==> src/rtl/seg_scan_capture.sv <==
// ----------------------------------------------------------------------------
// seg_scan_capture
//   Receive-side counterpart of a hex-to-7-segment scan driver. Snoops the
//   multiplexed segment bus and the active-low digit select, waits for the bus
//   to stay unchanged for STABLE_CYCLES samples, then decodes the settled
//   pattern back into a 4-bit hex value and dp bit for the selected digit.
//
//   Decode table, gfedcba -> hex:
//   0111111=0 0000110=1 1011011=2 1001111=3 1100110=4 1101101=5 1111101=6 0000111=7
//   1111111=8 1101111=9 1110111=A 1111100=B 0111001=C 1011110=D 1111001=E 1110001=F
//
// Ports
//   clk       system clock (inputs assumed synchronous to it)
//   rst       asynchronous active-high reset
//   seg_in    {g,f,e,d,c,b,a,dp}, active-high segments
//   ds        digit select, active-low one-hot; ds[i]=0 selects digit i
//   clr       synchronous clear of valid (captured data retained)
//   digits    recovered hex, digit i at [4i+3:4i]
//   dp_flags  recovered dp bit per digit
//   valid     digit i captured since reset/clr
//   upd       1-cycle pulse on capture, upd_idx = captured digit
//   err       1-cycle pulse on undecodable settled bus, err_code = reason
//             (1 = multiple digits selected, 2 = blank segments, 3 = unknown)
// ----------------------------------------------------------------------------
module seg_scan_capture #(
    parameter int STABLE_CYCLES = 4
) (
    input  logic        clk,
    input  logic        rst,
    input  logic [7:0]  seg_in,
    input  logic [7:0]  ds,
    input  logic        clr,
    output logic [31:0] digits,
    output logic [7:0]  dp_flags,
    output logic [7:0]  valid,
    output logic        upd,
    output logic [2:0]  upd_idx,
    output logic        err,
    output logic [1:0]  err_code
);

    localparam int CW = (STABLE_CYCLES > 1) ? $clog2(STABLE_CYCLES) : 1;
    localparam logic [CW-1:0] CNT_LAST = CW'(STABLE_CYCLES - 1);

    typedef enum logic {SETTLE, HOLD} state_t;

    state_t          state_q, state_d;
    logic [CW-1:0]   cnt_q, cnt_d;
    logic [7:0]      seg_q;
    logic [7:0]      ds_q;
    logic [7:0][3:0] digits_q, digits_d;
    logic [7:0]      dp_q, dp_d;
    logic [7:0]      valid_q, valid_d;
    logic            upd_q, upd_d;
    logic [2:0]      upd_idx_q, upd_idx_d;
    logic            err_q, err_d;
    logic [1:0]      err_code_q, err_code_d;

    logic            chg;
    logic [3:0]      nz;
    logic [2:0]      sel_idx;
    logic [4:0]      dec;

    // Returns {known, hex} for a gfedcba pattern.
    function automatic logic [4:0] dec7(input logic [6:0] s);
        case (s)
            7'b0111111: dec7 = {1'b1, 4'h0};
            7'b0000110: dec7 = {1'b1, 4'h1};
            7'b1011011: dec7 = {1'b1, 4'h2};
            7'b1001111: dec7 = {1'b1, 4'h3};
            7'b1100110: dec7 = {1'b1, 4'h4};
            7'b1101101: dec7 = {1'b1, 4'h5};
            7'b1111101: dec7 = {1'b1, 4'h6};
            7'b0000111: dec7 = {1'b1, 4'h7};
            7'b1111111: dec7 = {1'b1, 4'h8};
            7'b1101111: dec7 = {1'b1, 4'h9};
            7'b1110111: dec7 = {1'b1, 4'hA};
            7'b1111100: dec7 = {1'b1, 4'hB};
            7'b0111001: dec7 = {1'b1, 4'hC};
            7'b1011110: dec7 = {1'b1, 4'hD};
            7'b1111001: dec7 = {1'b1, 4'hE};
            7'b1110001: dec7 = {1'b1, 4'hF};
            default:    dec7 = 5'b0;
        endcase
    endfunction

    assign chg = (seg_in != seg_q) | (ds != ds_q);
    assign dec = dec7(seg_q[7:1]);

    // Number of selected (low) digit lines and index of the selected one.
    always_comb begin
        nz      = 4'd0;
        sel_idx = 3'd0;
        for (int i = 0; i < 8; i++) begin
            if (!ds_q[i]) begin
                nz      = nz + 4'd1;
                sel_idx = 3'(i);
            end
        end
    end

    always_comb begin
        state_d    = state_q;
        cnt_d      = cnt_q;
        digits_d   = digits_q;
        dp_d       = dp_q;
        valid_d    = clr ? 8'h00 : valid_q;
        upd_d      = 1'b0;
        upd_idx_d  = upd_idx_q;
        err_d      = 1'b0;
        err_code_d = err_code_q;

        case (state_q)
            SETTLE: begin
                if (chg) begin
                    cnt_d = '0;
                end else if (cnt_q == CNT_LAST) begin
                    // Bus has been stable long enough; seg_q/ds_q equal the inputs.
                    state_d = HOLD;
                    cnt_d   = '0;
                    if (ds_q == 8'hFF) begin
                        // display blanked: nothing to capture
                    end else if (nz > 4'd1) begin
                        err_d      = 1'b1;
                        err_code_d = 2'd1;
                    end else if (seg_q[7:1] == 7'b0) begin
                        err_d      = 1'b1;
                        err_code_d = 2'd2;
                    end else if (!dec[4]) begin
                        err_d      = 1'b1;
                        err_code_d = 2'd3;
                    end else begin
                        digits_d[sel_idx] = dec[3:0];
                        dp_d[sel_idx]     = seg_q[0];
                        valid_d[sel_idx]  = 1'b1;
                        upd_d             = 1'b1;
                        upd_idx_d         = sel_idx;
                    end
                end else begin
                    cnt_d = cnt_q + CW'(1);
                end
            end
            HOLD: begin
                if (chg) begin
                    state_d = SETTLE;
                    cnt_d   = '0;
                end
            end
            default: begin
                state_d = SETTLE;
                cnt_d   = '0;
            end
        endcase
    end

    always_ff @(posedge clk or posedge rst) begin
        if (rst) begin
            state_q    <= SETTLE;
            cnt_q      <= '0;
            seg_q      <= 8'h00;
            ds_q       <= 8'hFF;
            digits_q   <= '0;
            dp_q       <= 8'h00;
            valid_q    <= 8'h00;
            upd_q      <= 1'b0;
            upd_idx_q  <= 3'd0;
            err_q      <= 1'b0;
            err_code_q <= 2'd0;
        end else begin
            state_q    <= state_d;
            cnt_q      <= cnt_d;
            seg_q      <= seg_in;
            ds_q       <= ds;
            digits_q   <= digits_d;
            dp_q       <= dp_d;
            valid_q    <= valid_d;
            upd_q      <= upd_d;
            upd_idx_q  <= upd_idx_d;
            err_q      <= err_d;
            err_code_q <= err_code_d;
        end
    end

    assign digits   = digits_q;
    assign dp_flags = dp_q;
    assign valid    = valid_q;
    assign upd      = upd_q;
    assign upd_idx  = upd_idx_q;
    assign err      = err_q;
    assign err_code = err_code_q;

endmodule

==> config.mk <==
export PLATFORM = sky130hd
export DESIGN_NAME = seg_scan_capture
export DESIGN_NICKNAME = d
export VERILOG_FILES = /design/src/rtl/seg_scan_capture.sv
export SDC_FILE = /design/constraint.sdc
export NUM_CORES = 1
export LEC_CHECK = 0
export CORE_UTILIZATION = 48
export CTS_CLUSTER_DIAMETER = 80
export DETAILED_ROUTE_END_ITERATION = 8
export PLACE_DENSITY = 0.78
export SETUP_SLACK_MARGIN = 0.2
export SKIP_CTS_REPAIR_TIMING = 1
export SYNTH_ARGS = -nofsm -noshare
export SYNTH_HDL_FRONTEND = slang
export SYNTH_SLANG_ARGS = --single-unit
==> constraint.sdc <==
create_clock -name clk -period 5.4 [get_ports clk]
set_clock_uncertainty 0.05 [all_clocks]
set_input_delay 1.08 -clock clk [delete_from_list [all_inputs] [get_ports clk]]
set_output_delay 1.08 -clock clk [all_outputs]
set_load 0.05 [all_outputs]
* After elaboration in Yosys (flattened, before gate mapping)
Index checks and enable logic that the tools add are counted. Widths: inputs -> output; s select.
Cells by class: $add $sub $neg 8, $lt $le $gt $ge 3, equal/unequal tests 22, mux-type cells 55, bitwise logic cells 7, reductions and logical operators 4
Operators by type and width (count):
- $eq 7x7->1 const B | 12
- $pmux 5 s16 | 1
- $mux 8 | 8
- $bwmux 32 | 1
- $mux 4 | 8
- $add 4x1->4 const B | 7
- $mux 1 | 20
- $mux 3 | 6
- $ne 8x8->1 | 2
- $eq 7x3->1 const B | 2
- $eq 7x6->1 const B | 2
- $demux 4 s3 | 1
- $mux 2 | 6
- $bwmux 8 | 1
- $eq 8x8->1 const B | 1
- $or 8x8->8 | 1
- $logic_not 7->1 | 1
- $reduce_and 7->1 | 1
- $not 1->1 | 5
- $reduce_and 5->1 | 1
- $gt 4x1->1 const B | 1
- $lt 3x4->1 const B | 1
- $pmux 2 s2 | 1
- $demux 1 s3 | 1
- 8 further kinds | 8
Word-level totals: register bits after elaboration 74, input port bits 19, output and inout port bits 55, logic and storage cells 117

* Depth between registers and ports, before layout
depth after elaboration 21, gate-level depth with buffers 23, mapped depth without buffers 22

* Worst setup path after synthesis
Ideal clock, no wire load.
kind reg-to-reg, start point reg ds_q[0], end point reg digits_q, in the netlist digits[0], setup time 0.125 ns, arrival 4.981 ns, data required time 5.225 ns, path slack 0.244 ns, cell stages (with the launch flop) 21, buffers on the path 1, period minus slack after synthesis 5.156 ns, cells stage by stage dfstp_2 -> inv_1 -> ha_1 -> xnor2_1 -> ha_1 -> nor2b_1 -> a31oi_1 -> xnor2_1 -> mux2i_1 -> ha_1 -> nor2_1 -> a221oi_1 -> mux2_2 -> ha_1 -> or2_2 -> a311o_1 -> a211oi_2 -> a21oi_2 -> buf_6 -> nor3_4 -> mux2_4
On the way: cells in the longest elaborated chain, start to end 18, elaborated cells between the ends (all ways) 23, those cells by class add/sub (7); order compare (1); eq/ne (2); mux (8); bitwise (4); reduce/logical (1)
Ends and longest elaborated chain:
- start, declared | line 50 | logic [7:0] ds_q;
- start signal, assigned | line 173 | ds_q <= ds;
- $mux 1 | line 95 | if (!ds_q[i]) begin
- $add 4x1->4 | line 96 | nz = nz + 4'd1;
- $mux 4 | line 95
- $add 4x1->4 | line 96
- $mux 4 | line 95
- $add 4x1->4 | line 96
- $mux 4 | line 95
- $add 4x1->4 | line 96
- [2 not listed]
- $mux 4 | line 95
- $add 4x1->4 | line 96
- $mux 4 | line 95
- $add 4x1->4 | line 96
- $mux 4 | line 95
- $gt 4x1->1 | line 123 | end else if (nz > 4'd1) begin
- $not 1->1 (no source line)
- $reduce_and 7->1 (no source line) (*)
- end signal, assigned | line 174 | digits_q <= digits_d;
- end, declared | line 51 | logic [7:0][3:0] digits_q, digits_d;
Mark *: on every way between the ends. The rest lies on a longest branch, timed or not. A chain may end at the register's enable or synchronous reset.

* Final worst setup path
start point reg ds_q[1], end point reg dp_q[7], in the netlist dp_flags[7]
On the way: cells in the longest elaborated chain, start to end 16, elaborated cells between the ends (all ways) 34, those cells by class add/sub (6); order compare (3); eq/ne (2); mux (17); bitwise (4); reduce/logical (2)
Ends and longest elaborated chain:
- $mux 4 | line 95
- $add 4x1->4 | line 96
- $mux 4 | line 95
- $add 4x1->4 | line 96
- $mux 4 | line 95
- $add 4x1->4 | line 96
- $mux 4 | line 95
- $add 4x1->4 | line 96
- $mux 4 | line 95
- $add 4x1->4 | line 96
- $mux 4 | line 95
- $add 4x1->4 | line 96
- $mux 4 | line 95
- $gt 4x1->1 | line 123
- $not 1->1 (no source line)
- $reduce_and 7->1 (no source line)
- end signal, assigned | line 175 | dp_q <= dp_d;
- end, declared | line 52 | logic [7:0] dp_q, dp_d;
Parallel ways exist; a longest one is shown, timed or not.

==> impl_summary.txt <==
----------------------------------------------------
[Yosys]
  Sequential share of the synthesized area ... 46.1%
  Number of register bits inferred by synthesis ... 74
  Largest area contributor in the synthesized netlist ... sky130_fd_sc_hd__dfrtp_1
  Synthesized instance count ... 329
  Yosys top cell area share ... 40.9%
  Top cell types by occurrence after synthesis ... sky130_fd_sc_hd__dfrtp_1, sky130_fd_sc_hd__mux2_2, sky130_fd_sc_hd__mux2_4
  Count of cell types in the netlist ... 63
  Mapped cell area ... 0.00404 mm^2
  Count of flip-flops with a built-in enable after synthesis ... 0
  Yosys warnings ... 0
  Mean post-synth cell area ... 12.3 um^2
  Synth top area cells ... sky130_fd_sc_hd__dfrtp_1, sky130_fd_sc_hd__mux2_4, sky130_fd_sc_hd__mux2_2
  Leading register cell type out of synthesis ... sky130_fd_sc_hd__dfrtp_1
  Library cell with the highest instance count after synthesis ... sky130_fd_sc_hd__dfrtp_1
  Post-synthesis async set-or-reset flop share ... 100%
  Synthesized netlist net count ... 358

[STA]
  Worst path setup slack after routing ... 0.259 ns
  Max Freq ... 0.194 GHz
  Slew Limit Headroom ... 32.6%
  Post-layout minimum cycle time ... 5.14 ns
  Count of endpoints failing hold in the final timing report ... 0
  Number of max-slew violations in the final report ... 0
  Unrepaired setup endpoints after global routing ... no
  Setup-failing EPs final ... 0
  Final period utilization ... 95.2%
  Worst Max-Slew Pin Slew ... 1.01 ns

[Power]
  NetSw ... 0.000447 W
  Power density of the placed cells ... 269 mW/mm^2
  Combinational fraction of design power ... 25.3%
  Net Sw Frac ... 30.9%
  Maximum vdd ir drop ... 0.000131 V
  Register share of total power ... 40.2%
  Int Pwr ... 0.00100 W
  Leak Pwr ... 2.44 nW
  Total power of the final layout ... 0.00145 W
  Part of the total power dissipated in the clock network ... 34.5%

[Clocking]
  CTS Buf Count ... 9
  Buffer type at the clock tree root ... sky130_fd_sc_hd__clkbuf_8
  TritonCTS clock tree ... built
  Total clock sinks ... 74
  Clock slew at the register clock pins of the worst setup and hold paths ... 0.08 ns
  Maximum root-to-sink buffer count ... 2
  CTS H-tree depth ... 3
  Later-pin clock latency in the skew report ... 0.35 ns

[Global route]
  Via count of the first global-routing pass ... 2793
  Largest net degree at the start of global routing ... 42
  First-pass GRT wire length ... 14.5 mm
  Overall global routing resource usage ... 21.9%
  Overflow left after global routing ... 0
  Antenna violations before repair ... 0

[Setup path]
  CP startpoint kind ... flip-flop
  Arrival time of the worst setup path ... 5.33 ns
  Critical path required time ... 5.59 ns
  Slowest stage cell on the critical path ... sky130_fd_sc_hd__dfstp_2
  Total buffers and inverters traversed by the critical path ... 2
  Critical path peak fanout ... 6
  Critical path's largest stage delay ... 0.57 ns
  Startpoint-to-endpoint class of the critical path ... reg -> reg
  Critical Path Most Common Cell ... sky130_fd_sc_hd__ha_4
  Largest delay contributor family on the critical path ... compound AO/OA/AOI/OAI gates
  Endpoint kind of the worst setup timing path ... flip-flop
  Cells traversed along the worst timing path ... inv_4, ha_4, xnor2_4, ha_4, nor2b_2, a31oi_2, xnor2_1, mux2i_1, ha_1, nor2_2, a221oi_2, mux2_4, ha_4, xnor2_2, xnor3_1, a311o_1, a211oi_4, a21oi_4, nor4_4, buf_6, mux2_2

[Layout]
  Final #Nets ... 444
  Share of post-route cells with drive strength above 1 ... 29.3%
  P&R area growth vs syn ... 33.3%
  ANT cells ... 0
  Fill cell instance count of the final layout ... 605
  Final core utilization ... 65.8%

[Die]
  Area of the die ... 0.00878 mm^2
  CORE AREA ... 0.00818 mm^2
  Initial standard-cell utilization of the core ... 49.4%
  Number of core rows ... 33
  DIE WIDTH ... 93.7 um
  DIE HEIGHT ... 93.7 um
  Boundary pin count ... 74

[Route]
  Mean routed wirelength per cell ... 18.0 um
  Total length of routed wires ... 9.44 mm
  Starting DRC count in detailed routing ... 220
  Post-detailed-route via-to-cell ratio ... 5.53
  Via Count ... 2902
  Number of nets with antenna violations after routing ... 0
  DR DRC count ... 0
  Pre-antenna DRT Iters ... 5

[Placed design]
  Post-Place Worst Slack ... -0.0890 ns
  Gpl congestion ... 0.875
  HPWL Detailed ... 6.69 mm
  I/O Buffers ... 73

[Run]
  Max-cap violations ... 0

[Status]
  Result of the run ... finished, final reports clean

[Worst hold path]
  Worst min path class ... reg -> reg

----------------------------------------------------
==> stage by stage <==
step                      hold WS, ns  area (um^2)  TNS [ns]  instances
final                           0.437         5380         0        525
after global placement          0.411         4890         0        500
after global routing            0.454         5380         0        525
after CTS                       0.436         5120     -3.43        516
after detailed placement        0.418         4890     -1.88        500
after floorplan                 0.443         4040         0        329
==> worst paths after layout <==
kind                            startpoint           to  slack (ns)  cells past startpoint
worst max-delay path               ds_q[1]  dp_flags[7]        0.26                     21
worst min-delay path              valid[5]     valid[5]        0.44                      1
worst max register to register     ds_q[1]  dp_flags[7]        0.26                     21
worst min register to register    valid[5]     valid[5]        0.44                      1
max in group asynchronous              rst      ds_q[1]        3.17                      3
min in group asynchronous              rst   digits[18]        1.15                      2
==> kinds of logic (layout without fill, tap and decap cells) <==
| family | after synthesis | after routing | synth area share (%) |
|---|---|---|---|
| AND/OR/NAND/NOR | 91 | 91 | 14.4 |
| buffers and inverters | 27 | 117 | 3.16 |
| AO/OA/AOI/OAI | 47 | 48 | 9.09 |
| flip-flops | 74 | 74 | 46.1 |
| multiplexers | 47 | 47 | 14.9 |
| adder cells (fa/ha/maj) | 10 | 10 | 3.10 |
| XOR/XNOR | 33 | 33 | 9.24 |
==> worst reg2reg max path, delay by kind of cell, from the launching register on <==
family	cells	cell delay (ns)
buffers and inverters	2	0.22
multiplexers	3	0.73
AO/OA/AOI/OAI	5	1.10
flip-flops	1	0.57
adder cells (fa/ha/maj)	4	0.94
AND/OR/NAND/NOR	3	0.61
XOR/XNOR	4	0.81
==> per-layer routing <==
layer	wire [um]	GRT usage, %	vias to the layer above
met5	0	0	-
met4	114	6.28	0
met3	294	3.56	11
met2	5020	38.6	65
met1	4010	27.8	1465
li1	-	-	1361
==> cell usage in the layout, fill, tap and decap left out, types with 5 or more instances in the layout <==
| master | n |
|---|---|
| sky130_fd_sc_hd__buf_4 | 12 |
| sky130_fd_sc_hd__nand3_1 | 6 |
| sky130_fd_sc_hd__nand2_1 | 18 |
| sky130_fd_sc_hd__inv_1 | 7 |
| sky130_fd_sc_hd__dfrtp_1 | 66 |
| sky130_fd_sc_hd__xnor2_1 | 6 |
| sky130_fd_sc_hd__dfstp_2 | 8 |
| sky130_fd_sc_hd__nor3_4 | 6 |
| sky130_fd_sc_hd__ha_4 | 5 |
| sky130_fd_sc_hd__nor3_1 | 5 |
| sky130_fd_sc_hd__nor2_1 | 18 |
| sky130_fd_sc_hd__xor2_1 | 19 |
| sky130_fd_sc_hd__clkbuf_8 | 9 |
| sky130_fd_sc_hd__a21oi_1 | 7 |
| sky130_fd_sc_hd__mux2_2 | 19 |
| sky130_fd_sc_hd__a21o_1 | 8 |
| sky130_fd_sc_hd__mux2_4 | 22 |
| sky130_fd_sc_hd__ha_1 | 5 |
| sky130_fd_sc_hd__nor4_1 | 5 |
| sky130_fd_sc_hd__clkdlybuf4s50_1 | 73 |
==> state kept, by name, indices dropped and copies added (netlist names) <==
name and flops:
digits 32, dp_flags 8, ds_q 8, seg_q 8, valid 8, upd_idx 3, cnt_q 2, err_code 2
err 1, state_q 1, upd 1
==> power by group through the flow <==
stage               Sequential, W  Combinational (W)  Clock, W
global placement         0.000590           0.000285         0
CTS                      0.000580           0.000295  0.000507
finish                   0.000581           0.000367  0.000499
detailed placement       0.000591           0.000293         0
global route             0.000583           0.000398  0.000534
floorplan                0.000576           0.000245         0
==> area by class of cell <==
cell class,count,area (um^2),area share [%]
Clock buffer,9,124,2.30
Clock inverter,7,108,2.00
Inverter,11,43.8,0.814
Multi-Input combinational cell,229,2230,41.4
Sequential cell,74,1860,34.6
Tap cell,105,131,2.44
Timing Repair Buffer,90,886,16.5
No activity file was read; power rests on OpenSTA's default activity.
